<file path="src/rtl/fifo_write_arbiter.sv">
// -----------------------------------------------------------------------------
// fifo_write_arbiter
//
// Round-robin arbiter sharing the write port of an async FIFO among N_REQ
// requesters, all in the FIFO write-clock domain. One requester at a time
// owns the port for a bounded burst of beats. Its beats are forwarded as
// write_en/wdata. The arbiter stalls while the FIFO is full. It gives up the
// port on the owner's last beat, when the burst length reaches MAX_BURST, or
// when the owner has nothing to send (valid low while not full). Every grant
// is followed by one IDLE cycle before the next grant.
//
// Parameters
//   N_REQ      number of requesters (>= 2)
//   WIDTH      data width, equal to the FIFO data width
//   MAX_BURST  maximum beats per grant (>= 1)
//
// Ports
//   clk        in   1            FIFO write clock
//   rstn       in   1            asynchronous active-low reset
//   req_valid  in   N_REQ        per-requester beat valid
//   req_last   in   N_REQ        per-requester end-of-packet (qualified by valid)
//   req_data   in   N_REQ*WIDTH  requester i at [i*WIDTH +: WIDTH]
//   req_ready  out  N_REQ        beat accepted when valid & ready
//   full       in   1            FIFO full flag (write-domain synchronized)
//   write_en   out  1            FIFO write strobe
//   wdata      out  WIDTH        FIFO write data (zero when no grant is held)
//   grant      out  N_REQ        one-hot current owner, zero when idle
//   busy       out  1            high while a grant is held (BURST state)
// -----------------------------------------------------------------------------
module fifo_write_arbiter #(
    parameter int N_REQ     = 4,
    parameter int WIDTH     = 32,
    parameter int MAX_BURST = 4
) (
    input  logic                   clk,
    input  logic                   rstn,
    input  logic [N_REQ-1:0]       req_valid,
    input  logic [N_REQ-1:0]       req_last,
    input  logic [N_REQ*WIDTH-1:0] req_data,
    output logic [N_REQ-1:0]       req_ready,
    input  logic                   full,
    output logic                   write_en,
    output logic [WIDTH-1:0]       wdata,
    output logic [N_REQ-1:0]       grant,
    output logic                   busy
);

    localparam int PTR_W = $clog2(N_REQ);
    localparam int CNT_W = $clog2(MAX_BURST + 1);

    typedef enum logic [0:0] {
        S_IDLE  = 1'b0,
        S_BURST = 1'b1
    } state_t;

    // (base + k) mod N_REQ, for k in [0, N_REQ]
    function automatic logic [PTR_W-1:0] wrap_add(input logic [PTR_W-1:0] base,
                                                  input int               k);
        int s;
        s = int'(base) + k;
        if (s >= N_REQ) begin
            s = s - N_REQ;
        end
        return PTR_W'(s);
    endfunction

    // Registered state
    state_t             r_state;
    logic [N_REQ-1:0]   r_grant;
    logic [PTR_W-1:0]   r_owner;
    logic [PTR_W-1:0]   r_rr_ptr;
    logic [CNT_W-1:0]   r_beat_cnt;

    // Next-state values
    state_t             w_state_nxt;
    logic [N_REQ-1:0]   w_grant_nxt;
    logic [PTR_W-1:0]   w_owner_nxt;
    logic [PTR_W-1:0]   w_rr_ptr_nxt;
    logic [CNT_W-1:0]   w_beat_cnt_nxt;

    // Arbitration and burst bookkeeping
    logic               w_found;
    logic [PTR_W-1:0]   w_pick;
    logic [N_REQ-1:0]   w_pick_oh;
    logic               w_own_valid;
    logic               w_own_last;
    logic               w_in_burst;
    logic               w_beat;
    logic [CNT_W-1:0]   w_cnt_inc;
    logic               w_cap_hit;
    logic               w_release;

    // Round-robin search: first valid requester at or above r_rr_ptr, wrapping.
    always_comb begin
        w_found = 1'b0;
        w_pick  = r_rr_ptr;
        for (int k = 0; k < N_REQ; k++) begin
            if (!w_found && req_valid[wrap_add(r_rr_ptr, k)]) begin
                w_found = 1'b1;
                w_pick  = wrap_add(r_rr_ptr, k);
            end
        end
        w_pick_oh = {{(N_REQ-1){1'b0}}, 1'b1} << w_pick;
    end

    assign w_in_burst  = (r_state == S_BURST);
    assign w_own_valid = req_valid[r_owner];
    assign w_own_last  = req_last[r_owner];
    assign w_beat      = w_in_burst & w_own_valid & !full;
    assign w_cnt_inc   = r_beat_cnt + 1'b1;
    assign w_cap_hit   = (w_cnt_inc == CNT_W'(MAX_BURST));

    // While full nothing is released: the owner may be waiting on space, not idle.
    // With full low, either there is no beat (owner idle -> release) or there is
    // a beat, which releases when it is the last one or fills the burst.
    assign w_release = w_in_burst & !full & (!w_own_valid | w_own_last | w_cap_hit);

    // State register
    always_ff @(posedge clk or negedge rstn) begin
        if (!rstn) begin
            r_state    <= S_IDLE;
            r_grant    <= '0;
            r_owner    <= '0;
            r_rr_ptr   <= '0;
            r_beat_cnt <= '0;
        end else begin
            r_state    <= w_state_nxt;
            r_grant    <= w_grant_nxt;
            r_owner    <= w_owner_nxt;
            r_rr_ptr   <= w_rr_ptr_nxt;
            r_beat_cnt <= w_beat_cnt_nxt;
        end
    end

    // Next-state and outputs
    always_comb begin
        w_state_nxt    = r_state;
        w_grant_nxt    = r_grant;
        w_owner_nxt    = r_owner;
        w_rr_ptr_nxt   = r_rr_ptr;
        w_beat_cnt_nxt = r_beat_cnt;

        busy      = 1'b0;
        write_en  = 1'b0;
        req_ready = '0;
        wdata     = '0;
        grant     = r_grant;

        case (r_state)
            S_IDLE: begin
                if (w_found) begin
                    w_state_nxt    = S_BURST;
                    w_grant_nxt    = w_pick_oh;
                    w_owner_nxt    = w_pick;
                    w_beat_cnt_nxt = '0;
                end
            end

            S_BURST: begin
                busy      = 1'b1;
                write_en  = w_beat;
                req_ready = r_grant & {N_REQ{!full}};
                wdata     = req_data[int'(r_owner)*WIDTH +: WIDTH];

                if (w_beat) begin
                    w_beat_cnt_nxt = w_cnt_inc;
                end
                if (w_release) begin
                    w_state_nxt    = S_IDLE;
                    w_grant_nxt    = '0;
                    w_rr_ptr_nxt   = wrap_add(r_owner, 1);
                    w_beat_cnt_nxt = '0;
                end
            end

            default: begin
                w_state_nxt = S_IDLE;
                w_grant_nxt = '0;
            end
        endcase
    end

endmodule

</file>
<file path="config.mk">
export PLATFORM = sky130hd
export DESIGN_NAME = fifo_write_arbiter
export DESIGN_NICKNAME = d
export VERILOG_FILES = /design/src/rtl/fifo_write_arbiter.sv
export SDC_FILE = /design/constraint.sdc
export NUM_CORES = 1
export LEC_CHECK = 0
export ABC_AREA = 1
export CAP_MARGIN = 20
export CORE_AREA = 2 2 84 86
export DETAILED_ROUTE_END_ITERATION = 10
export DIE_AREA = 0 0 86 88
export HOLD_SLACK_MARGIN = 0.03
export PLACE_DENSITY_LB_ADDON = 0.12
export SYNTH_ARGS = -nofsm -noshare
export SYNTH_HDL_FRONTEND = slang
export SYNTH_SLANG_ARGS = --single-unit
export TNS_END_PERCENT = 30
</file>
<file path="constraint.sdc">
create_clock -name clk -period 1.8 [get_ports clk]
set_input_delay 0.18 -clock clk [delete_from_list [all_inputs] [get_ports clk]]
set_output_delay 0.18 -clock clk [all_outputs]
set_load 0.05 [all_outputs]
</file>
# [Word-level counts from Yosys, hierarchy flattened]
# Cells that the tools add are included.
[classes] addsub=10 n_mul=0 n_div=0 magnitude_cmp=10 n_eq_ne=4 shift=2 mux=39 n_bitwise=8 reduce_logical=12
[op_table] operator="variable part select 128 x 8 -> 32 bit" count=1
[op_table] operator="2-to-1 mux 32 bit" count=1
[op_table] operator="2-to-1 mux 2 bit" count=9
[op_table] operator="less-than comparator 2 x 3 -> 1 bit (second input constant)" count=5
[op_table] operator="2-to-1 mux 1 bit" count=14
[op_table] operator="binary-select mux 1 bit (select 2 bit)" count=6
[op_table] operator="greater-or-equal comparator 3 bit (second input constant)" count=4
[op_table] operator="2-to-1 mux 4 bit" count=3
[op_table] operator="subtractor 2 x 1 -> 2 bit (second input constant)" count=5
[op_table] operator="2-to-1 mux 3 bit" count=3
[op_table] operator="case mux 4 bit (2 select lines)" count=1
[op_table] operator="AND reduction 2 bit" count=4
[op_table] operator="adder 2 x 1 -> 3 bit (second input constant)" count=2
[op_table] operator="adder 2 x 2 -> 3 bit (second input constant)" count=2
[op_table] operator="case mux 3 bit (2 select lines)" count=1
[op_table] operator="zero test 1 bit" count=5
[op_table] operator="AND 1 bit" count=4
[op_table] operator="AND 4 bit" count=1
[op_table] operator="left shift 1 x 2 -> 4 bit (first input constant)" count=1
[op_table] operator="adder 3 x 1 -> 3 bit (second input constant)" count=1
[op_table] operator="== test 3 bit (second input constant)" count=1
[op_table] operator="greater-or-equal comparator 2 x 3 -> 1 bit (second input constant)" count=1
[op_table] operator="logical AND 1 bit" count=3
[op_table] operator="!= test 3 x 1 -> 1 bit (second input constant)" count=1
[op_table] operator="5 further kinds" count=6
[totals] regBits=12 latchBits=0 ram_bits=0 mem_bits_ro=0 in_bits=139 n_memories=0

# [Longest topological paths before layout]
# Gate-level depths: netlist of the first run.
[logic_depth] depth_word=17 depth_mapped=14

# [Worst setup path before layout of the first run]
# OpenSTA, ideal clock, no wires.
[synth_path] kind="reg-to-output" startpoint="register r_state" endpoint="output write_en" arrival_ps=2046 t_required_ps=1620 slack_ps=-426 path_stages_with_launch=5 cell_sequence="dfrtp_1 clkinv_1 nor2_1 inv_1 nor2_1"
[synth_via] elab_chain_len=3
[synth_lines] item="start, declared" line="68" rtl="state_t r_state;"
[synth_lines] item="start signal, assigned" line="127" rtl="r_state <= w_state_nxt;"
[synth_lines] item="AND 1 bit (2 in series)" line="109" rtl="assign w_beat = w_in_burst & w_own_valid & !full;"
[synth_lines] item="2-to-1 mux 1 bit (*)" line="149" rtl="case (r_state)"
[synth_lines] item="end, declared" line="42" rtl="output logic write_en,"
# Mark *: on every way between the ends. The rest lies on a longest branch, timed or not.

# [Final worst setup path of the first run]
[layout_path] startpoint="register r_owner[0]" endpoint="output wdata[17]"
[layout_via] elab_chain_len=2
[layout_lines] item="start, declared" line="70" rtl="logic [PTR_W-1:0] r_owner;"
[layout_lines] item="start signal, assigned" line="129" rtl="r_owner <= w_owner_nxt;"
[layout_lines] item="variable part select 128 x 8 -> 32 bit" line="163" rtl="wdata = req_data[int'(r_owner)*WIDTH +: WIDTH];"
[layout_lines] item="2-to-1 mux 32 bit" line="149"
[layout_lines] item="end, declared" line="43" rtl="output logic [WIDTH-1:0] wdata,"
# No other way between the ends.

==> results.toml, run 1 <==
[outcome]
status = "complete, but fails checks"
violations = "negative setup slack"

[synthesis]
synth_top_cell_by_area = "nor2_1"
synth_seq_area_share_pct = 14.1
syn_inst = 421
syn_area_um2 = 2130
syn_nets = 562
ys_ff_latch = 12
ys_types = 26
synth_top_cell_area_share_pct = 24.7
synth_area_leaders = "nor2_1, o21ai_0, dfrtp_1"
syn_area_per_cell_um2 = 5.06
ys_warn_count = 0

[critical_path]
r2r_cells = 12
worstReg2RegStart = "r_rr_ptr[0]$_DFFE_PN0P_"
worstPathRequired_ns = 1.62
cp-end-kind = "primary output"
timing.rr.end = "grant[2]$_DFFE_PN0P_"
r2r_setup_slack_ns = 0.01
cp-start-kind = "flip-flop"
criticalPathCategory = "reg -> out"
arrival_ns = 1.63
crit_fanout = 23

[power_and_ir_drop]
p_leak_nw = 2.05
ir_drop_mv = 1.38
power.density_nw_per_um2 = 2120
finalPower_mw = 10.4

[cells_and_area]
finalNonFillerCells = 686
mostFrequentLayoutCells = "clkdlybuf4s50_1, nor2_1, nand2_1"
nets = 748
drive_gt1_share_pct = 23.1
final_area_um2 = 4890
area_delta_synth_final_pct = 130
final_common_cell = "clkdlybuf4s50_1"
antenna_cells = 0

[die]
io_pins = 181
die_w_um = 86
num_rows = 30
die_y_um = 88
dieArea_um2 = 7570
core_um2 = 6640
initial_utilization_pct = 32.1

[sta]
finalSetupViolCount = 3
finalCritPeriodShare_pct = 101
fmax_ghz = 0.553
finClkSkew_ns = 0.00683
slew_violations = 0
finalHoldViolCount = 0
max-slew-margin-rel_pct = 65.8
setup_slack_ns = -0.00923
rsz0062_at_grt = "true"
period_minus_slack_ns = 1.81
tightestPinTransition_ns = 0.512

[global_route]
overflow = 0
grt_max_degree = 47
grtUsageTotal_pct = 24.1
grt_pass1_wl_um = 14800
grt_pass1_vias = 3211
antenna_found_initial = 0

[routing]
vias_per_cell = 5.05
drtPass1Iterations = 5
drc = 0
wl_per_cell_um = 14.8
wl_um = 10200
antenna_left = 0
drt_iter0_markers = 136
via_count = 3465

[clock_tree]
cts_max_path_buffers = 2
h-tree-depth = 1
cts-root-buf = "clkbuf_8"
cts.sinks = 12
cts_tree = "yes"
clkSlewWorstSetupHoldPaths_ns = 0.06
clk_latency_ns = 0.24
numCtsBuffers = 3

[placement]
placed_area_um2 = 4630
post-dp-hpwl_um = 7800
io_buffer_count = 180
place.gp.congestion = 0.840
dp.cells = 673

[flow_run]
cap_violations = 0

[hold_path]
hp-class = "in -> async"
==> kinds of logic (layout without fill, tap and decap cells) <==
kind of cell / Yosys count / after routing / synth area share (%)
compound gates: 105 / 105 / 25.4
xor+xnor: 2 / 2 / 0.822
fa+ha+maj: 2 / 2 / 1.17
buf+inv: 49 / 234 / 10.2
flops: 12 / 12 / 14.1
simple gates: 251 / 251 / 48.3
==> layer usage <==
| layer | up-vias | global-route usage (%) | wire (um) |
|---|---|---|---|
| met4 | 0 | 5.34 | 192 |
| met5 | - | 0 | 0 |
| li1 | 1739 | - | - |
| met3 | 22 | 4.71 | 628 |
| met2 | 138 | 47.6 | 5550 |
| met1 | 1566 | 26.2 | 3790 |
==> sequential cells by signal, indices dropped and copies added (netlist names) <==
| signal | count |
|---|---|
| grant | 4 |
| r_beat_cnt | 3 |
| r_owner | 2 |
| r_rr_ptr | 2 |
| r_state | 1 |
==> how the worst max path moves through the flow <==
stage | from | end | slack (ns) | cells after the start
floorplan | r_owner[0]$_DFFE_PN0P_ | wdata[24] | -0.04 | 7
global placement | req_valid[3] | r_beat_cnt[1]$_DFFE_PN0P_ | 0.1 | 11
detailed placement | req_valid[2] | grant[2]$_DFFE_PN0P_ | 0.03 | 11
CTS | r_owner[0]$_DFFE_PN0P_ | wdata[30] | -0.03 | 8
global route | r_owner[0]$_DFFE_PN0P_ | write_en | -0.09 | 7
finish | r_owner[0]$_DFFE_PN0P_ | wdata[17] | -0.009 | 6
==> stage by stage <==
stage	TNS, ns	setup slack (ns)	util (%)	hold slack [ns]
floorplan	-0.983	-0.0410	-	-0.116
global placement	0	0.0996	69.7	0.498
detailed placement	0	0.0345	69.7	0.497
CTS	-0.176	-0.0301	70.7	0.293
global route	-1.99	-0.0854	73.7	0.313
finish	-0.0222	-0.00923	73.7	0.276
==> synthesized netlist by cell type <==
master	instances
nor2_1	140
nand2_1	71
o21ai_0	68
a21oi_1	34
nand3_1	26
clkbuf_1	18
inv_1	15
dfrtp_1	12
nand2_2	7
buf_2	4
buf_1	3
buf_4	3
buf_6	2
clkinv_1	2
ha_1	2
nand3b_1	2
nand4_1	2
xnor2_1	2
a32oi_1	1
inv_2	1
inv_4	1
nand2_4	1
nand4_2	1
nor2_4	1
o21ai_4	1
o22ai_1	1
==> repair_timing <==
action	in CTS	in global routing
gates cloned	0	2
pin swaps	3	15
buffers inserted	0	7
endpoints found under the setup margin	16	42
gates resized for setup	9	47
hold buffers	0	0
==> final cells by class <==
type	count	area, um^2
repair buffers	211	2510
multi-input cells	360	1850
fillers	533	1750
flip-flops and latches	12	305
well taps	80	100
inverters	19	76.3
clock buffers	4	55.1
==> power breakdown <==
part / internal (mW) / switching, mW
clock network: 0.193 / 0.102
logic: 4.12 / 5.42
registers: 0.393 / 0.149
==> worst max-delay path, stage by stage (launching register included) <==
cell	delay, ns
dfrtp_2	0.46
inv_2	0.10
buf_12	0.14
clkbuf_16	0.19
o21ai_0	0.13
a21oi_2	0.20
buf_12	0.16
(Power assumes the default switching activity.)
==> inputs of run 2 (changes only) <==
--- a/config.mk
+++ b/config.mk
@@ -7,11 +7,11 @@
 export LEC_CHECK = 0
 export ABC_AREA = 1
 export CAP_MARGIN = 20
-export CORE_AREA = 2 2 84 86
+export CORE_AREA = 2 2 82 84
 export DETAILED_ROUTE_END_ITERATION = 10
-export DIE_AREA = 0 0 86 88
+export DIE_AREA = 0 0 84 86
 export HOLD_SLACK_MARGIN = 0.03
-export PLACE_DENSITY_LB_ADDON = 0.12
+export PLACE_DENSITY = 0.89
 export SYNTH_ARGS = -nofsm -noshare
 export SYNTH_HDL_FRONTEND = slang
 export SYNTH_SLANG_ARGS = --single-unit
==> constraint.sdc (replaced) <==
create_clock -name clk -period 2.3 [get_ports clk]
set_input_delay 0.23 -clock clk [delete_from_list [all_inputs] [get_ports clk]]
set_output_delay 0.23 -clock clk [all_outputs]
set_load 0.05 [all_outputs]
==> run 2 against run 1 <==
Net effect: the flow now finishes without violations; hold slack improved by 0.071 ns; clock-buffer cell count did not move; critical path depth did not move; wire length fell by 6.6%; die area fell by 4.5%; clock power fell by 32%; via count fell by 3.6%; clock skew barely moved; cell count fell by 3.6%; critical path type unchanged; critical endpoint is now write_en.
==> results.toml, run 2 (synthesis results as in run 1) <==
[clock_tree]
clk_latency_ns = 0.24
numCtsBuffers = 3
cts_tree = "yes"
ctsHoldBuffers = 0
cts_setup_buffers = 0
clkSlewWorstSetupHoldPaths_ns = 0.06
cts_max_path_buffers = 2
cts.sinks = 12
ctsResizeCount = 0
cts-root-buf = "clkbuf_8"
h-tree-depth = 1

[critical_path]
cp_slowest_cell = "dfrtp_1"
critPathBufInv = 4
cp-start-kind = "flip-flop"
crit_fanout = 14
r2r_cells = 11
crit_chain = "clkinv_1, buf_4, a32oi_1, inv_1, nor2_1, buf_12"
crit_family = "buffers and inverters"
r2r_setup_slack_ns = 0.32
timing.rr.end = "grant[0]$_DFFE_PN0P_"
worstReg2RegStart = "r_rr_ptr[1]$_DFFE_PN0P_"
cp-end-kind = "primary output"
max_stage_delay_ns = 0.52
arrival_ns = 1.83
criticalPathCategory = "reg -> out"
worstPathRequired_ns = 2.07

[die]
initial_utilization_pct = 33.9
io_pins = 181
die_y_um = 86
num_rows = 29
die_w_um = 84
core_um2 = 6280
dieArea_um2 = 7220

[sta]
finClkSkew_ns = 0.00728
holdWs_ns = 0.346
tns_ns = 0
setup_slack_ns = 0.243
finalCritPeriodShare_pct = 89.4
finalSetupViolCount = 0
fmax_ghz = 0.486
slew_violations = 0
period_minus_slack_ns = 2.06
max-slew-margin-rel_pct = 62.8
rsz0062_at_grt = "false"
tightestPinTransition_ns = 0.557
finalHoldViolCount = 0

[cells_and_area]
drive_gt1_share_pct = 10.8
largest_register_ff_count = 4
fin_util_pct = 69.8
mostFrequentLayoutCells = "clkdlybuf4s50_1, nor2_1, nand2_1"
nets = 726
final_common_cell = "clkdlybuf4s50_1"
antenna_cells = 0
area_delta_synth_final_pct = 106

[outcome]
status = "complete, no violations"

[routing]
antenna_left = 0
wl_per_cell_um = 14.4
wl_um = 9500
drc = 0
vias_per_cell = 5.05
drt_iter0_markers = 121
via_count = 3341
drtPass1Iterations = 4

[hold_path]
hp-class = "in -> async"

[global_route]
grt_pass1_vias = 3194
overflow = 0
grt_max_degree = 71
antenna_found_initial = 0
grt_pass1_wl_um = 14900
grtUsageTotal_pct = 24.9

[power_and_ir_drop]
finalPower_mw = 7.02
power.density_nw_per_um2 = 1600
ir_drop_mv = 1.66
p_leak_nw = 1.88

[flow_run]
cap_violations = 0

[placement]
post-dp-hpwl_um = 7450
pre_cts_slack_ns = 0.353
place.gp.congestion = 0.828
io_buffer_count = 180
run 2: cell count changes in the layout (fill, tap and decap cells not counted), moves of 8 or more:
cell and delta:
o21ai_1 -25, nor2_1 +8, buf_4 -11, o21ai_0 +26, a21oi_2 -29, a21oi_1 +32
run 2: how the worst max path moves through the flow:
stage	cells past startpoint	end	startpoint	slack, ns
5_1_grt	6	wdata[0]	r_owner[1]$_DFFE_PN0P_	0.09
3_5_place_dp	11	grant[0]$_DFFE_PN0P_	req_valid[0]	0.35
4_1_cts	6	wdata[0]	r_owner[1]$_DFFE_PN0P_	0.24
3_3_place_gp	11	grant[2]$_DFFE_PN0P_	req_valid[3]	0.40
2_1_floorplan	4	write_en	r_state$_DFF_PN0_	0.02
6_report	6	write_en	r_owner[1]$_DFFE_PN0P_	0.24
run 2: where the power goes:
part	switching, mW	total, mW	internal (mW)
Sequential	0.117	0.418	0.302
Clock	0.0795	0.202	0.122
Combinational	3.78	6.40	2.62
Total	3.97	7.02	3.04
run 2: final cells by class:
cell class | count | area, um^2
Timing Repair Buffer | 189 | 2250
Fill cell | 547 | 1900
Multi-Input combinational cell | 360 | 1610
Sequential cell | 12 | 302
Tap cell | 77 | 96.3
Inverter | 19 | 73.8
Clock buffer | 4 | 45.0
run 2: routing by layer:
layer	routed length (um)	global-route usage [%]
met1	3800	29.5
met2	4940	47.6
met3	639	3.46
met4	123	5.43
met5	0	0
run 2: metrics by stage:
stage,cell area (um^2),cells
after CTS,4380,661
final,4380,661
after detailed placement,4340,657
after global routing,4380,661
after floorplan,2130,421
after global placement,4340,657
